## config.mk

```make
export PLATFORM = sky130hd
export DESIGN_NAME = mc_control
export DESIGN_NICKNAME = d
export VERILOG_FILES = /design/src/rtl/mc_control.sv
export SDC_FILE = /design/constraint.sdc
export NUM_CORES = 1
export LEC_CHECK = 0
export BUFFER_PORTS_ARGS = -buffer_cell sky130_fd_sc_hd__buf_2
export CAP_MARGIN = 20
export CELL_PAD_IN_SITES_DETAIL_PLACEMENT = 1
export CELL_PAD_IN_SITES_GLOBAL_PLACEMENT = 1
export CORE_MARGIN = 5
export CORE_UTILIZATION = 26
export DETAILED_ROUTE_END_ITERATION = 7
export PLACE_DENSITY_LB_ADDON = 0.15
export SLEW_MARGIN = 20
export SYNTH_ARGS = -nofsm -noshare
export SYNTH_HDL_FRONTEND = slang
export SYNTH_SLANG_ARGS = --single-unit
```

## constraint.sdc

```tcl
create_clock -name clk -period 1.4 [get_ports clk]
set_input_delay 0.35 -clock clk [delete_from_list [all_inputs] [get_ports clk]]
set_output_delay 0.35 -clock clk [all_outputs]
set_load 0.02 [all_outputs]
```

## src/rtl/mc_control.sv

```systemverilog
// Multicycle MIPS-subset control unit: Moore FSM sequencing fetch/decode/execute/writeback.
// Optional macro MC_ILLEGAL_TRAP_EN: unknown opcodes park the FSM in TRAP (state 12) until reset.
module mc_control #(
    parameter logic [3:0] ALU_NOP = 4'b1111
) (
    input  logic       clk,
    input  logic       reset,
    input  logic [5:0] opcode,
    input  logic [5:0] funct,
    input  logic       zero,
    output logic [3:0] ALUControl,
    output logic       ALUSrcA,
    output logic [1:0] ALUSrcB,
    output logic       IorD,
    output logic       MemRead,
    output logic       MemWrite,
    output logic       IRWrite,
    output logic       MemtoReg,
    output logic       RegDst,
    output logic       RegWrite,
    output logic [1:0] PCSource,
    output logic       pc_en,
    output logic [3:0] state,
    output logic       illegal
);

    typedef enum logic [3:0] {
        S_FETCH   = 4'd0,
        S_DECODE  = 4'd1,
        S_MEMADR  = 4'd2,
        S_MEMRD   = 4'd3,
        S_MEMWB   = 4'd4,
        S_MEMWR   = 4'd5,
        S_RTYPE   = 4'd6,
        S_RTYPEWB = 4'd7,
        S_BEQ     = 4'd8,
        S_JUMP    = 4'd9,
        S_ADDI    = 4'd10,
        S_ADDIWB  = 4'd11,
        S_TRAP    = 4'd12
    } state_t;

    localparam logic [5:0] OP_RTYPE = 6'h00;
    localparam logic [5:0] OP_LW    = 6'h23;
    localparam logic [5:0] OP_SW    = 6'h2B;
    localparam logic [5:0] OP_BEQ   = 6'h04;
    localparam logic [5:0] OP_J     = 6'h02;
    localparam logic [5:0] OP_ADDI  = 6'h08;

    localparam logic [3:0] ALU_AND = 4'b0000;
    localparam logic [3:0] ALU_ADD = 4'b0010;
    localparam logic [3:0] ALU_SUB = 4'b0110;
    localparam logic [3:0] ALU_SLT = 4'b0111;
    localparam logic [3:0] ALU_NOR = 4'b1100;
    localparam logic [3:0] ALU_SLL = 4'b1110;

    state_t state_r;
    state_t state_nxt;
    logic   pc_write;
    logic   pc_write_cond;

    function automatic logic [3:0] funct_to_alu(input logic [5:0] f);
        case (f)
            6'h20:   funct_to_alu = ALU_ADD;
            6'h22:   funct_to_alu = ALU_SUB;
            6'h24:   funct_to_alu = ALU_AND;
            6'h27:   funct_to_alu = ALU_NOR;
            6'h2A:   funct_to_alu = ALU_SLT;
            6'h00:   funct_to_alu = ALU_SLL;
            default: funct_to_alu = ALU_NOP;
        endcase
    endfunction

    // NOTE: sequential state uses non-blocking assignment so every flop samples pre-edge values.
    always_ff @(posedge clk) begin
        if (reset) state_r <= S_FETCH;
        else       state_r <= state_nxt;
    end

    // NOTE: each combinational output gets a default first so no path leaves it unassigned (no latch).
    always_comb begin
        state_nxt = S_FETCH;
        case (state_r)
            S_FETCH:  state_nxt = S_DECODE;
            S_DECODE: begin
                case (opcode)
                    OP_RTYPE:     state_nxt = S_RTYPE;
                    OP_LW, OP_SW: state_nxt = S_MEMADR;
                    OP_BEQ:       state_nxt = S_BEQ;
                    OP_J:         state_nxt = S_JUMP;
                    OP_ADDI:      state_nxt = S_ADDI;
`ifdef MC_ILLEGAL_TRAP_EN
                    default:      state_nxt = S_TRAP;
`else
                    default:      state_nxt = S_FETCH;
`endif
                endcase
            end
            S_MEMADR: state_nxt = (opcode == OP_SW) ? S_MEMWR : S_MEMRD;
            S_MEMRD:  state_nxt = S_MEMWB;
            S_RTYPE:  state_nxt = S_RTYPEWB;
            S_ADDI:   state_nxt = S_ADDIWB;
`ifdef MC_ILLEGAL_TRAP_EN
            S_TRAP:   state_nxt = S_TRAP;
`endif
            default:  state_nxt = S_FETCH;
        endcase
    end

    // Reset overrides the state decode so an aborted instruction can never emit a write.
    always_comb begin
        ALUControl    = ALU_NOP;
        ALUSrcA       = 1'b0;
        ALUSrcB       = 2'b00;
        IorD          = 1'b0;
        MemRead       = 1'b0;
        MemWrite      = 1'b0;
        IRWrite       = 1'b0;
        MemtoReg      = 1'b0;
        RegDst        = 1'b0;
        RegWrite      = 1'b0;
        PCSource      = 2'b00;
        pc_write      = 1'b0;
        pc_write_cond = 1'b0;
        illegal       = 1'b0;
        if (!reset) begin
            case (state_r)
                S_FETCH: begin
                    MemRead    = 1'b1;
                    IRWrite    = 1'b1;
                    ALUSrcB    = 2'b01;
                    ALUControl = ALU_ADD;
                    pc_write   = 1'b1;
                end
                S_DECODE: begin
                    ALUSrcB    = 2'b11;
                    ALUControl = ALU_ADD;
                end
                S_MEMADR, S_ADDI: begin
                    ALUSrcA    = 1'b1;
                    ALUSrcB    = 2'b10;
                    ALUControl = ALU_ADD;
                end
                S_MEMRD: begin
                    MemRead = 1'b1;
                    IorD    = 1'b1;
                end
                S_MEMWB: begin
                    RegWrite = 1'b1;
                    MemtoReg = 1'b1;
                end
                S_MEMWR: begin
                    MemWrite = 1'b1;
                    IorD     = 1'b1;
                end
                S_RTYPE: begin
                    ALUSrcA    = 1'b1;
                    ALUControl = funct_to_alu(funct);
                end
                S_RTYPEWB: begin
                    RegDst   = 1'b1;
                    RegWrite = 1'b1;
                end
                S_BEQ: begin
                    ALUSrcA       = 1'b1;
                    ALUControl    = ALU_SUB;
                    pc_write_cond = 1'b1;
                    PCSource      = 2'b01;
                end
                S_JUMP: begin
                    pc_write = 1'b1;
                    PCSource = 2'b10;
                end
                S_ADDIWB: RegWrite = 1'b1;
`ifdef MC_ILLEGAL_TRAP_EN
                S_TRAP:   illegal = 1'b1;
`endif
                default: ;
            endcase
        end
    end

    assign pc_en = pc_write | (pc_write_cond & zero);
    assign state = state_r;

endmodule

```

## Word-level counts from Yosys, hierarchy flattened

Cells that the tools add are included.

- Bits in registers: 4
- Input bits: 15
- Output and inout port bits: 22
- Word-level logic and storage cells: 65

- Equality and inequality tests: 21
- Multiplexer cells: 30
- Bitwise operators: 2
- Reduce and logical (&&, ||, !) cells: 11

Operators with widths:

| cell | count |
|---|---|
| 4-bit one-hot mux with 6 select lines | 2 |
| 6-bit equality test, second input constant | 7 |
| 1-bit 2-to-1 mux | 20 |
| 4-bit one-hot mux with 5 select lines | 1 |
| 4-bit by 3-bit equality test with 1-bit output, second input constant | 4 |
| 4-bit equality test, second input constant | 4 |
| 6-bit zero test | 2 |
| 4-bit one-hot mux with 3 select lines | 1 |
| 2-bit OR reduction | 5 |
| 4-bit by 2-bit equality test with 1-bit output, second input constant | 2 |
| 4-bit OR reduction | 2 |
| 6-bit by 2-bit equality test with 1-bit output, second input constant | 1 |
| 6-bit by 3-bit equality test with 1-bit output, second input constant | 1 |
| 6-bit by 4-bit equality test with 1-bit output, second input constant | 1 |
| 2-bit one-hot mux with 3 select lines | 1 |
| 4-bit by 1-bit equality test with 1-bit output, second input constant | 1 |
| 4-bit zero test | 1 |
| 2-bit 2-to-1 mux | 2 |
| 4-bit 2-to-1 mux | 1 |
| 2-bit one-hot mux with 2 select lines | 1 |
| 3-bit 2-to-1 mux | 1 |
| 3-bit OR reduction | 1 |
| 1-bit AND | 1 |
| 1-bit bitwise OR | 1 |

## Depth between registers and ports, before layout

Gate-level depths: netlist (run 1).

- Depth in word-level cells: 5
- Mapped depth: 5
- Mapped depth without buffers: 3

## Worst setup path after synthesis (run 1)

Ideal clock, no wire load.

- Kind: register -> output
- Start point: register state_r[3] (netlist: state[3])
- End point: output port ALUControl[3]
- Arrival time: 1.604 ns
- Data required time: 1.050 ns
- Slack: -0.554 ns
- Stages on the path, launching flop included: 5
- Buffers on the path: 1
- Cell sequence: dfxtp_1 > buf_6 > or2_2 > nor3_1 > o2bb2ai_1

- Longest elaborated chain between the ends: 4
- Elaborated cells on any way between the ends: 9

RTL lines:

| what | RTL line | text |
|---|---|---|
| start: declaration | 57 | `state_t state_r;` |
| start signal: assignment | 77 | `else state_r <= state_nxt;` |
| 4-bit by 2-bit equality test with 1-bit output, or another cell as far along | 127 | `case (state_r)` |
| 4-bit OR reduction (no source line) | -- |  |
| 4-bit one-hot mux with 3 select lines * | 127 |  |
| 4-bit 2-to-1 mux * | 126 | `if (!reset) begin` |
| end: declaration | 11 | `output logic [3:0] ALUControl,` |

Mark *: on every way between the ends. The rest lies on a longest branch, timed or not.

## Worst setup path in the final report (run 1)

- Start point: register state_r[3] (netlist: state[3])
- End point: output port ALUControl[0]

The elaborated chain is that of the path after synthesis.

==> results of run 1 <==
==> kinds of logic (layout without fill, tap and decap cells) <==
logic type,Yosys count,count (layout)
flip-flops,4,4
AO/OA/AOI/OAI,21,21
other,1,1
XOR/XNOR,4,4
AND/OR/NAND/NOR,55,55
buffers and inverters,13,84
==> per-stage QoR <==
| step | util, % | cell area [um^2] |
|---|---|---|
| 4_1_cts | 56.5 | 1400 |
| 6_report | 65.7 | 1630 |
| 3_3_place_gp | 48.0 | 1190 |
| 5_1_grt | 65.7 | 1630 |
| 2_1_floorplan | - | 803 |
| 3_5_place_dp | 48.0 | 1190 |
==> final cells by class <==
| type | instances | area [um^2] | share of cell area, % |
|---|---|---|---|
| tap | 30 | 37.5 | 2.31 |
| clock buffer | 3 | 22.5 | 1.38 |
| multi-input combinational | 81 | 795 | 48.8 |
| timing repair buffer | 77 | 662 | 40.7 |
| inverter | 4 | 15.0 | 0.923 |
| sequential | 4 | 95.1 | 5.85 |
==> per-layer routing <==
| layer | up-vias | wire [um] |
|---|---|---|
| li1 | 510 | - |
| met1 | 529 | 1630 |
| met2 | 40 | 2100 |
| met3 | 6 | 162 |
| met4 | 0 | 62 |
| met5 | - | 0 |
==> worst max-delay path: cells and delay by family (launching register included) <==
family / cells / cell delay (ps)
AOI/OAI and AO/OA: 2 / 240
and+or+nand+nor: 1 / 500
DFF: 1 / 360
buffers and inverters: 1 / 170
==> cells in the final DEF, fill, tap and decap left out, drive strengths merged, types with 2 or more instances in the layout <==
| cell type | count |
|---|---|
| inv | 4 |
| o21ai | 6 |
| buf | 76 |
| xor2 | 2 |
| nor4 | 6 |
| nor3b | 3 |
| nor4b | 2 |
| or2 | 2 |
| o2111ai | 2 |
| and3 | 2 |
| nor3 | 9 |
| clkbuf | 4 |
| nand2b | 4 |
| xnor2 | 2 |
| nand2 | 6 |
| a211oi | 2 |
| nand3 | 2 |
| dfxtp | 4 |
| nor2b | 3 |
| nand4 | 3 |
| nor2 | 6 |
| a21oi | 3 |
==> power by group through the flow <==
stage               clock network (W)  logic [W]  registers (W)
floorplan                           0   0.000125       0.000122
global placement                    0   0.000232       0.000123
detailed placement                  0   0.000241       0.000123
CTS                          0.000138   0.000275       0.000119
global route                 0.000158   0.000346       0.000119
finish                       0.000141   0.000329       0.000119
==> worst max-delay path by stage <==
stage / slack, ps / depth (start not counted) / from / endpoint
floorplan: -210 / 4 / state[3] / ALUControl[0]
global placement: -300 / 5 / funct[1] / ALUControl[2]
detailed placement: -360 / 5 / funct[4] / ALUControl[0]
CTS: -420 / 4 / state[3] / ALUControl[0]
global route: -510 / 4 / state[3] / ALUControl[0]
finish: -450 / 4 / state[3] / ALUControl[0]
==> what timing repair did <==
| action | 4_1_cts | 5_1_grt |
|---|---|---|
| endpoints found under the setup margin | 18 | 21 |
| resized for setup | 44 | 31 |
| gates cloned | 0 | 1 |
| pin swaps | 4 | 11 |
| buffers inserted | 5 | 7 |
| hold buffers | 0 | 0 |
==> results.ini, run 1 <==
[status]
outcome=finished, violations left
violations=setup timing

[final_layout]
nets=186
n_fill_cell=276
largest_register_ffs=4
drive_gt1_share_pct=75.7
stdcell_count=199
syn_to_final_growth_pct=142
n_antenna_cell=0

[power]
switching_share_pct=37.4
p_leak_nw=0.698
peakVddDrop_v=0.000338
p_int_w=0.000369
p_seq_share_pct=20.2
p_switching_w=0.000220
combPwrFrac_pct=55.9
powerDensity_nw_per_um2=362
p_total_w=0.000589
pwr-share-clk_pct=24.0

[sta]
period_share_pct=132
period_minus_slack_ps=1850
finClkSkew_ps=2.82
clock.fmax_mhz=540
worst_slack_ps=-453
slew_violations=0
grt_setup_unrepaired=yes
hold_viol=0
setup_viol=18
tns_ps=-5730
hold-worst-slack_ps=436

[global_route]
grt_use_met3_pct=0.851
grt_max_degree=12
grt_busiest_layer=met2
grt_util_met2_pct=32.5
antenna_found_initial=0
grt.total_usage_pct=16.7
met1_usage_pct=20.0
overflow=0
grt_pass1_vias=1061
grt_pass1_wl_um=4780

[die]
die_h_um=60.9
die_area_um2=3710
core.rowCount=18
pin_count=37
start_util_pct=27.2
dieWidth_um=60.9
core_area_um2=2480

[min_path]
hold_class=primary input to register
hold_end=state[0]
hold_path_depth=3
hp-start=opcode[1]

[clocking]
cts_sinks=4
worstSkewPairLatency_ps=230
cts_made_buffers=3
h-tree-depth=1
cts-root-buf=clkbuf_4
clkTransAtPathRegs_ps=40
clockBufferDepth=2
cts_tree=yes

[setup_path]
critical_path_class=register to primary output
cp-start-kind=register
path_cells=or4b_4 > a21oi_2 > o211ai_1 > buf_4
reg2regPathDepth=4
r2r-start=state[3]
r2r_end=state[3]
cp-end-kind=primary output
rrSetupSlack_ps=-70
slowest_delay_ps=500
slowest_stage=or4b_4
cp_max_fo=7
crit_arrival_ps=1500
required_ps=1050

[place]
place_ws_ps=-357
io_buffers=35
dp_hpwl_um=2270
gp_congestion=0.832
dp.cells=183

[logic_synthesis]
synth_seq_area_share_pct=11.9
synth_top_family_by_area=simple AND/OR/NAND/NOR gates
synth-compound-area-share_pct=21.4
synth_fa_ha_area_share_pct=0
synthFlopType=dfxtp_1
synth_fp_nets=113
ys_top_cells_by_count=9 x nor3_1, 6 x nand2_1, 6 x nor2_1, 6 x nor4_1, 5 x o21ai_0
yosys.area_share.simple_pct=50.2
syn_avg_cell_area_um2=6.87
synthCells=98
synth-edff-count=0
synth.top_cell.area_share_pct=11.9
synthXorXnorAreaFrac_pct=5.20
ys_warn_count=0
ys_seq_elements=4
yosysTopAreaCell=dfxtp_1
ys_types=43
synth.mux.area_fraction_pct=0
synth_most_common_cell=nor3_1
async_flop_share_pct=0
ys_top_cells_by_area=dfxtp_1 12%, nor3_1 6.7%, nor4_1 5.6%
synth_area_um2=673

[route]
vias=1085
vias_per_cell=5.45
drc=0
ant_nets=0
dr.pass1.iters=4
drt-wirelength-per-cell_um=19.9
wl_um=3950
drt-initial-drc-count=66

[flow_run]
cap_violations=0

No activity file was read; power rests on OpenSTA's default activity.
==> run 2: changes to the inputs <==
--- a/config.mk
+++ b/config.mk
@@ -5,7 +5,8 @@
 export SDC_FILE = /design/constraint.sdc
 export NUM_CORES = 1
 export LEC_CHECK = 0
-export BUFFER_PORTS_ARGS = -buffer_cell sky130_fd_sc_hd__buf_2
+export ABC_CLOCK_PERIOD_IN_PS = 1400
+export BUFFER_PORTS_ARGS = -buffer_cell sky130_fd_sc_hd__buf_4
 export CAP_MARGIN = 20
 export CELL_PAD_IN_SITES_DETAIL_PLACEMENT = 1
 export CELL_PAD_IN_SITES_GLOBAL_PLACEMENT = 1
==> results.ini, run 2 (synthesis gave the netlist of run 1 again) <==
[die]
core_area_um2=2480
pin_count=37
start_util_pct=27.2
core.rowCount=18
die_area_um2=3710
dieWidth_um=60.9
die_h_um=60.9

[final_layout]
drive_gt1_share_pct=75.3
largest_register_ffs=4
n_antenna_cell=0
layout_commonest_cell=buf_4
syn_to_final_growth_pct=135
final_cell_mix=52 x buf_4, 15 x buf_6, 4 x nand2_1, 4 x dfxtp_4
nets=179
n_fill_cell=290

[setup_path]
critical_path_class=register to primary output
cp_max_fo=7
crit_arrival_ps=1480
cp-end-kind=primary output
cp-start-kind=register
required_ps=1050

[global_route]
overflow=0
grt_util_met2_pct=36.8
grt.total_usage_pct=20.2
grt_max_degree=10
grt_pass1_wl_um=5690
met1_usage_pct=26.2
grt_use_met3_pct=0.213
antenna_found_initial=0
grt_busiest_layer=met2
grt_pass1_vias=1116

[clocking]
cts_made_buffers=3
cts_tree=yes
clockBufferDepth=2
worstSkewPairLatency_ps=230
clkTransAtPathRegs_ps=40
h-tree-depth=1
cts-root-buf=clkbuf_4
cts_sinks=4

[power]
p_int_w=0.000368
pwr-share-clk_pct=24.9
p_switching_w=0.000219
peakVddDrop_v=0.000348
p_seq_share_pct=20.4
powerDensity_nw_per_um2=371
p_leak_nw=0.666
combPwrFrac_pct=54.7
switching_share_pct=37.3

[sta]
hold-worst-slack_ps=451
grt_setup_unrepaired=yes
period_minus_slack_ps=1830
finClkSkew_ps=2.41
clock.fmax_mhz=548
period_share_pct=130
tns_ps=-5180
hold_viol=0
worst_slack_ps=-426
slew_violations=0
setup_viol=19

[flow_run]
cap_violations=0

[place]
dp_hpwl_um=2280
gp_congestion=0.790
io_buffers=35

[status]
outcome=finished, violations left
violations=setup timing

[route]
vias_per_cell=5.43
vias=1043
drc=0
wl_um=3810
ant_nets=0
drt-wirelength-per-cell_um=19.8
dr.pass1.iters=4
drt-initial-drc-count=49

[min_path]
hold_class=primary input to register

[run 2: cell count changes in the layout (fill, tap and decap cells not counted), moves of 2 or more]
cell / delta
buf_12: -2
buf_6: -2
nor3_2: -2
buf_4: +14
buf_2: -17
[run 2: through the flow]
stage | instance area [um^2] | instances | utilization, % | total power [W] | setup slack [ps]
2_1_floorplan | 803 | 98 | - | 0.000248 | -209
3_5_place_dp | 1270 | 184 | 51.4 | 0.000384 | -354
5_1_grt | 1580 | 192 | 63.8 | 0.000614 | -506
6_report | 1580 | 192 | 63.8 | 0.000587 | -426
4_1_cts | 1480 | 190 | 59.8 | 0.000554 | -422
3_3_place_gp | 1270 | 184 | 51.4 | 0.000377 | -311
[run 2: path summary, 6_finish.rpt]
path | slack (ps) | start | end | depth (start not counted)
max | -430 | state[3] | ALUControl[0] | 4
min | 450 | opcode[4] | state[0] | 4
max reg2reg | -70 | state[1] | state[3] | 6
min reg2reg | 650 | state[0] | state[0] | 2
[run 2: area by class of cell]
type / instances / area [um^2] / share of cell area, %
multi-input combinational: 81 / 785 / 49.6
timing repair buffer: 70 / 627 / 39.6
sequential: 4 / 95.1 / 6.01
tap: 30 / 37.5 / 2.37
clock buffer: 3 / 22.5 / 1.42
inverter: 4 / 15.0 / 0.949
[run 2: worst max-delay path, stage by stage, from the launching register on]
cell      delay [ps]
dfxtp_4          370
or4b_4           480
a21oi_2          140
o211ai_1          90
buf_4            160
[run 2: power groups by stage]
stage               registers [W]  clock network, W  logic, W
floorplan                0.000122                 0  0.000125
detailed placement       0.000123                 0  0.000261
finish                   0.000120          0.000146  0.000321
global route             0.000120          0.000154  0.000340
global placement         0.000123                 0  0.000254
CTS                      0.000121          0.000144  0.000290
[run 2: timing repair]
item                                   4_1_cts  5_1_grt
gates resized for setup                     34       25
pin swaps                                    9        9
hold buffers                                 0        0
endpoints found under the hold margin        0        0
cloned                                       1        0
setup endpoints to repair                   18       21
setup buffers                                2        3
[run 2: layer usage]
| layer | up-vias | wire length (um) |
|---|---|---|
| met3 | 10 | 178 |
| met5 | - | 0 |
| met4 | 0 | 119 |
| met2 | 38 | 1950 |
| li1 | 492 | - |
| met1 | 503 | 1560 |
==> run 3: changes to the inputs <==
--- a/config.mk
+++ b/config.mk
@@ -5,13 +5,14 @@
 export SDC_FILE = /design/constraint.sdc
 export NUM_CORES = 1
 export LEC_CHECK = 0
+export ABC_AREA = 1
 export ABC_CLOCK_PERIOD_IN_PS = 1400
 export BUFFER_PORTS_ARGS = -buffer_cell sky130_fd_sc_hd__buf_4
 export CAP_MARGIN = 20
 export CELL_PAD_IN_SITES_DETAIL_PLACEMENT = 1
 export CELL_PAD_IN_SITES_GLOBAL_PLACEMENT = 1
 export CORE_MARGIN = 5
-export CORE_UTILIZATION = 26
+export CORE_UTILIZATION = 23
 export DETAILED_ROUTE_END_ITERATION = 7
 export PLACE_DENSITY_LB_ADDON = 0.15
 export SLEW_MARGIN = 20
==> results.ini, run 3 <==
[status]
outcome=finished, violations left
violations=setup timing

[route]
drt-wirelength-per-cell_um=14.4
drc=0
wl_um=3010
vias_per_cell=4.71
dr.pass1.iters=3
vias=985
drt-initial-drc-count=31
ant_nets=0

[power]
pwr-share-clk_pct=23.9
p_int_w=0.000357
combPwrFrac_pct=55.0
switching_share_pct=36.8
peakVddDrop_v=0.000476
p_total_w=0.000565
p_seq_share_pct=21.0
powerDensity_nw_per_um2=392
p_switching_w=0.000208
p_leak_nw=0.712

[setup_path]
slowest_delay_ps=350
critical_path.most_common_cell=a21oi_4
r2r-start=state[0]
required_ps=1050
crit_arrival_ps=1380
cp_num_buf_inv=2
path_cells=inv_4 > nand2_4 > a21oi_4 > nor2_4 > a21oi_4 > nand3_4 > buf_6
rrSetupSlack_ps=90
reg2regPathDepth=8
r2r_end=state[2]
cp-end-kind=primary output
slowest_stage=dfxtp_4
crit_family=compound AO/OA/AOI/OAI gates
cp_max_fo=4
critical_path_class=register to primary output
cp-start-kind=register

[logic_synthesis]
synth_seq_area_share_pct=13.1
synthCells=118
ys_top_cells_by_area=nand2_1 17%, dfxtp_1 13%, nor2_1 13%
synth_fp_nets=133
async_flop_share_pct=0
synth.top_cell.area_share_pct=16.5
ys_top_cells_by_count=27 x nand2_1, 21 x nor2_1, 17 x inv_1
ys_types=24
synth_area_um2=613
synth_most_common_cell=nand2_1
synthFlopType=dfxtp_1
syn_avg_cell_area_um2=5.20
ys_seq_elements=4
synth-edff-count=0
ys_warn_count=0
yosysTopAreaCell=nand2_1

[sta]
grt_setup_unrepaired=yes
period_minus_slack_ps=1730
period_share_pct=124
hold_viol=0
worst_slack_ps=-333
clock.fmax_mhz=577
slew_violations=0
finClkSkew_ps=0.188
setup_viol=17

[min_path]
hold_class=primary input to register
hold_path_depth=3
hold_end=state[1]
hp-start=reset

[clocking]
cts_made_buffers=3
h-tree-depth=1
cts_tree=yes
worstSkewPairLatency_ps=220
clkTransAtPathRegs_ps=40
cts_sinks=4
cts_hold_buf=0
cts-root-buf=clkbuf_4
clockBufferDepth=2

[die]
pin_count=37
core.rowCount=18
die_h_um=61.6
dieWidth_um=61.6
die_area_um2=3800
core_area_um2=2520
start_util_pct=24.3

[global_route]
antenna_found_initial=0
grt_pass1_wl_um=4640
grt_pass1_vias=1072
grt.total_usage_pct=16.4
overflow=0
grt_max_degree=13

[final_layout]
largest_register_ffs=4
nets=196
n_antenna_cell=0
final_cell_mix=39 x buf_4, 19 x buf_6, 17 x nand2_1
fin_area_um2=1440
syn_to_final_growth_pct=135
drive_gt1_share_pct=61.5
layout_commonest_cell=buf_4

[place]
io_buffers=35
placed_cell_area_um2=1170
dp_hpwl_um=2180
gp_congestion=0.770
place_ws_ps=-328

[flow_run]
cap_violations=0

-- run 3: layout make-up --
type / count / area (um^2)
fillers: 322 / 1080
multi-input cells: 88 / 639
repair buffers: 60 / 547
inverters: 24 / 100
flip-flops and latches: 4 / 95.1
well taps: 30 / 37.5
clock buffers: 3 / 22.5
-- run 3: worst max path at each step --
| stage | end | start | depth (start not counted) | slack, ps |
|---|---|---|---|---|
| 2_1_floorplan | pc_en | state[1] | 7 | -10 |
| 3_3_place_gp | ALUControl[2] | funct[2] | 8 | -200 |
| 3_5_place_dp | ALUControl[0] | funct[4] | 9 | -330 |
| 4_1_cts | ALUControl[2] | state[0] | 7 | -340 |
| 5_1_grt | ALUControl[2] | state[1] | 7 | -380 |
| 6_report | ALUControl[2] | state[0] | 7 | -330 |
-- run 3: per-layer routing --
| layer | part of all wire, % | up-vias | global-route usage, % |
|---|---|---|---|
| met3 | 3.4 | 4 | 1.47 |
| met2 | 58 | 24 | 34.5 |
| li1 | - | 496 | - |
| met1 | 37 | 461 | 17.6 |
| met5 | 0 | - | 0 |
| met4 | 1.3 | 0 | 1.82 |
-- run 3: worst min-delay path, cell delays in order --
cell and delay, ps:
buf_4 110, buf_12 160, nor2_1 60
-- run 3: metrics by stage --
step	setup TNS (ps)	std cells	hold WS, ps	util (%)
after floorplan	-12.3	118	517	-
after global placement	-866	197	704	46.2
after detailed placement	-1350	197	708	46.2
after CTS	-4010	207	484	55.3
after global routing	-4850	209	499	57.1
final	-3850	209	491	57.1
-- run 3: kinds of logic after synthesis --
group	share of synthesized area [%]
simple gates	52.9
xor+xnor	1.43
other cells	0.612
buf+inv	16.5
compound gates	15.5
flops	13.1
-- run 3: repair_timing --
item                       4_1_cts  5_1_grt
hold endpoints to repair         0        0
resized for setup               39       11
pin swaps                       15        6
setup endpoints to repair       18       18
gates cloned                     0        0
buffers inserted                 8        4
-- run 3: power groups by stage --
| stage | Clock, W | Sequential, W | Combinational (W) |
|---|---|---|---|
| global route | 0.000152 | 0.000119 | 0.000332 |
| finish | 0.000135 | 0.000119 | 0.000311 |
| CTS | 0.000143 | 0.000118 | 0.000298 |
| global placement | 0 | 0.000119 | 0.000250 |
| detailed placement | 0 | 0.000119 | 0.000258 |
| floorplan | 0 | 0.000126 | 0.000124 |
